### config.mk
export PLATFORM = sky130hd
export DESIGN_NAME = serial_adder_ctrl
export DESIGN_NICKNAME = d
export VERILOG_FILES = /design/src/rtl/serial_adder_ctrl.sv
export SDC_FILE = /design/constraint.sdc
export NUM_CORES = 1
export LEC_CHECK = 0
export ABC_AREA = 1
export BUFFER_PORTS_ARGS = -buffer_cell sky130_fd_sc_hd__buf_2
export CORE_ASPECT_RATIO = 0.6
export CORE_MARGIN = 3
export CORE_UTILIZATION = 59
export DETAILED_ROUTE_END_ITERATION = 8
export MAX_ROUTING_LAYER = met4
export PLACE_DENSITY = 0.94
export RECOVER_POWER = 25
export SLEW_MARGIN = 15
export SYNTH_ARGS = -nofsm -noshare
export SYNTH_HDL_FRONTEND = slang
export SYNTH_SLANG_ARGS = --single-unit
### constraint.sdc
create_clock -name clk -period 2.1 [get_ports clk]
set_input_delay 0.21 -clock clk [delete_from_list [all_inputs] [get_ports clk]]
set_output_delay 0.21 -clock clk [all_outputs]
set_load 0.02 [all_outputs]
### src/rtl/serial_adder_ctrl.sv
// Bit-serial add/subtract controller: one full-adder cell walks a WIDTH-bit operand pair
// LSB first, one bit per clock, behind a start/busy/done handshake.
module serial_adder_ctrl #(
    parameter int unsigned WIDTH = 8
) (
    input  logic             clk,
    input  logic             rst,
    input  logic             start,
    input  logic             sub,
    input  logic             cin,
    input  logic [WIDTH-1:0] a_in,
    input  logic [WIDTH-1:0] b_in,
    output logic             busy,
    output logic             done,
    output logic [WIDTH-1:0] sum_out,
    output logic             cout,
    output logic             ovf
);

    localparam int unsigned CntW = $clog2(WIDTH) + 1;

    typedef enum logic [1:0] {StIdle, StRun, StDone} state_e;

    state_e           state_q, state_d;
    logic [WIDTH-1:0] a_q, b_q, res_q, sum_q;
    logic [CntW-1:0]  cnt_q;
    logic             carry_q, cout_q, ovf_q;

    logic             accept, last, s, c_next;
    logic [WIDTH:0]   res_ext;

    assign accept  = (state_q == StIdle) && start;
    assign last    = (state_q == StRun) && (cnt_q == CntW'(WIDTH - 1));
    assign s       = a_q[0] ^ b_q[0] ^ carry_q;
    assign c_next  = (a_q[0] & b_q[0]) | ((a_q[0] ^ b_q[0]) & carry_q);
    // New sum bit enters at the MSB; after WIDTH shifts bit 0 lands at index 0.
    assign res_ext = {s, res_q};

    always_ff @(posedge clk) begin
        if (rst) begin
            state_q <= StIdle;
        end else begin
            state_q <= state_d;
        end
    end

    always_comb begin
        state_d = state_q;
        unique case (state_q)
            StIdle:  if (start) state_d = StRun;
            StRun:   if (last)  state_d = StDone;
            StDone:  state_d = StIdle;
            default: state_d = StIdle;
        endcase
    end

    always_comb begin
        busy = (state_q == StRun) || (state_q == StDone);
        done = (state_q == StDone);
    end

    always_ff @(posedge clk) begin
        if (rst) begin
            a_q     <= '0;
            b_q     <= '0;
            res_q   <= '0;
            sum_q   <= '0;
            cnt_q   <= '0;
            carry_q <= 1'b0;
            cout_q  <= 1'b0;
            ovf_q   <= 1'b0;
        end else if (accept) begin
            a_q     <= a_in;
            b_q     <= sub ? ~b_in : b_in;
            carry_q <= sub | cin;
            cnt_q   <= '0;
        end else if (state_q == StRun) begin
            a_q     <= a_q >> 1;
            b_q     <= b_q >> 1;
            carry_q <= c_next;
            res_q   <= res_ext[WIDTH:1];
            cnt_q   <= cnt_q + CntW'(1);
            if (last) begin
                // carry_q here is the carry into the MSB
                sum_q  <= res_ext[WIDTH:1];
                cout_q <= c_next;
                ovf_q  <= carry_q ^ c_next;
            end
        end
    end

    assign sum_out = sum_q;
    assign cout    = cout_q;
    assign ovf     = ovf_q;

endmodule

==> metrics.csv <==
metric,value,unit
final design area excluding fillers,0.00214,mm^2
Ant. Diodes,0,
I/O pin count,33,
Hold/Removal Path Class,in -> reg,
proportion of synthesized flip-flops having asynchronous set or reset,0,%
global-route usage over all layers,21.2,%
Synth warnings,0,
cell class contributing the biggest share of worst-path delay,simple AND/OR/NAND/NOR gates,
reported max-cap violation count,0,
initial standard-cell utilization of the core,64.2,%
flip-flop cell with the highest count after synthesis,dfxtp_1,
CP dominant cell by count,nand2_1,
per-cell via count in the routed design,5.05,
total standard cell area after synthesis,0.00190,mm^2
count of buffers from port buffering,32,
Die X,79.3,um
power density over the cells,1170,mW/mm^2
fraction of the yosys area taken by sequential cells,42.0,%
maximum root-to-sink buffer count,2,
cell type with the largest total area after synthesis,dfxtp_1,
global-route wire length before repair,6440,um
"Period Utilization, post-route",80.3,%
Gate Count Post-Synth,268,
Hold Path Stages,2,
number of buffers created by CTS,5,
result of the run,completed,
via count of the first global-routing pass,1594,
final critical path time including I/O delays and setup,1690,ps
critical path endpoint category,register,
post-route total power,2.51,mW
logic depth of the worst register-to-register path,9,
classification of the worst setup path,reg -> reg,
maximum number of pins on one net before global-route repair,27,
average cell area after synthesis,7.11,um^2
DR DRC count,0,
number of rows created at floorplan,15,
worst ir drop on vdd,0.897,mV
list of most frequent post-synthesis cells,"68 x nand2_1, 40 x dfxtp_1, 34 x nand3_1",
Post-CTS Setup Repair Bufs,0,
Slew HR,71.3,%
clock tree from TritonCTS,built,
highest achievable clock rate,593,MHz
number of antenna violations at the first check in global routing,0,
synthesized netlist net count,296,
area of the core,0.00297,mm^2
Crit path depth,9,
number of enable-type register cells in the synthesized netlist,0,
cts hold-fix bufs,0,
number of setup violations in the final report,0,
Worst EP required,2290,ps
post-layout net count,325,
area fraction of the dominant cell type after synthesis,42.0,%
WP buf/inv,2,
arrival time of the worst setup path,1880,ps
post-route setup TNS,0,ps
clock latency of the later-clocked register in the worst-skew pair,290,ps
"flops & latches, synth",40,
global placer's final weighted congestion,0.831,
largest fanout on the critical path,26,
hold slack final,164,ps
CTS H-Tree Depth,2,
crit-path cells,"inv_1, ha_1, nand2_4, nand2_1, nor2_2, buf_4, nand2_1, nand2_1, nor2_1",
register clock-pin slew on the reported worst setup and hold paths,70,ps
cell at the root of the clock tree,clkbuf_8,
number of hold violations in the final report,0,
Synth area leaders,"dfxtp_1 42%, nand2_1 13%, nand3_1 8.9%",
max-slew violation total from the final report,0,
RSZ-0062 raised after global routing,no,
DRT iter0 DRCs,74,
gr ovfl total,0,
LEAKAGE,0.991,nW
1st-pass router iterations,4,
remaining antenna violation count after routing,0,
routed vias,1718,
slew at the pin with the worst max-slew slack,430,ps
post-cts resize count,0,
DP HPWL,2800,um
delay of the slowest cell on the worst path,390,ps
placed standard-cell area,0.00205,mm^2
cell with the most instances after synthesis,nand2_1,
floorplan die area,0.00397,mm^2
synth-to-layout area growth,12.5,%
number of fill cells,254,
Final Skew,3.34,ps
Vert. Die Dim,50.0,um
number of clock sinks,40,
Total Wirelength,3810,um
standard cell with the maximum stage delay on the critical path,dfxtp_1,
ratio of cells with drive above 1 in the final layout,13.8,%
Routed wire per std cell,11.2,um
number of distinct library cells after synthesis,20,
Worst setup SP type,register,
==> registers in the layout (all words and copies together) (netlist names) <==
register and count:
a_q 8, b_q 8, carry_q 1, cnt_q 4, cout 1, ovf 1
res_q 7, state_q 2, sum_out 8
==> cell families after synthesis <==
logic type,synth area share [%]
AO/OA/AOI/OAI,8.94
XOR/XNOR,1.84
adder cells (fa/ha/maj),4.99
buffers and inverters,11.0
flip-flops,42.1
AND/OR/NAND/NOR,31.2
==> placed cells by master (no fill, tap or decap) <==
master and count:
nor2_1 27, inv_2 3, nand2_1 68, clkbuf_1 11, inv_1 28, xnor2_1 1, o21ai_0 14, nor3_1 2
nor3b_1 2, clkinv_2 1, nand2_4 1, fa_1 1, or2_2 4, nor2_2 1, buf_2 22, ha_1 6
xor2_1 3, nand3_1 34, clkbuf_8 5, bufinv_16 1, dfxtp_1 40, a21oi_1 20, buf_4 3
==> power by group <==
part / switching (mW) / internal, mW / total [mW]
logic: 0.575 / 0.288 / 0.863
clock network: 0.259 / 0.352 / 0.612
registers: 0.105 / 0.933 / 1.04
total: 0.939 / 1.57 / 2.51
==> layout make-up <==
cell class | instances | area, um^2 | share of cell area, %
multi-input cells | 184 | 895 | 41.8
flip-flops and latches | 40 | 801 | 37.4
repair buffers | 35 | 170 | 7.94
inverters | 31 | 116 | 5.43
clock buffers | 6 | 72.6 | 3.39
well taps | 42 | 52.6 | 2.45
clock inverters | 2 | 35.0 | 1.64
==> worst paths after layout <==
path,slack [ps],from,endpoint
setup / recovery,410,state_q[0],sum_out[7]
hold / removal,160,rst,b_q[2]
setup reg to reg,410,state_q[0],sum_out[7]
hold reg to reg,470,b_q[7],b_q[7]
==> metrics by stage <==
stage / setup WS, ps / std cells / util (%)
after floorplan: 787 / 268 / -
after global placement: 516 / 332 / 69.0
after detailed placement: 433 / 332 / 69.0
after CTS: 424 / 340 / 72.7
after global routing: 243 / 340 / 72.2
final: 414 / 340 / 72.2
==> layer usage <==
layer | track usage (%) | share of wire (%) | vias to the layer above
met3 | 6.20 | 6.0 | 7
met2 | 34.2 | 47 | 46
met5 | - | 0 | -
met4 | 9.43 | 1.3 | 0
met1 | 24.6 | 46 | 763
li1 | - | - | 902
Note: power is estimated with default switching activity, not from simulation.
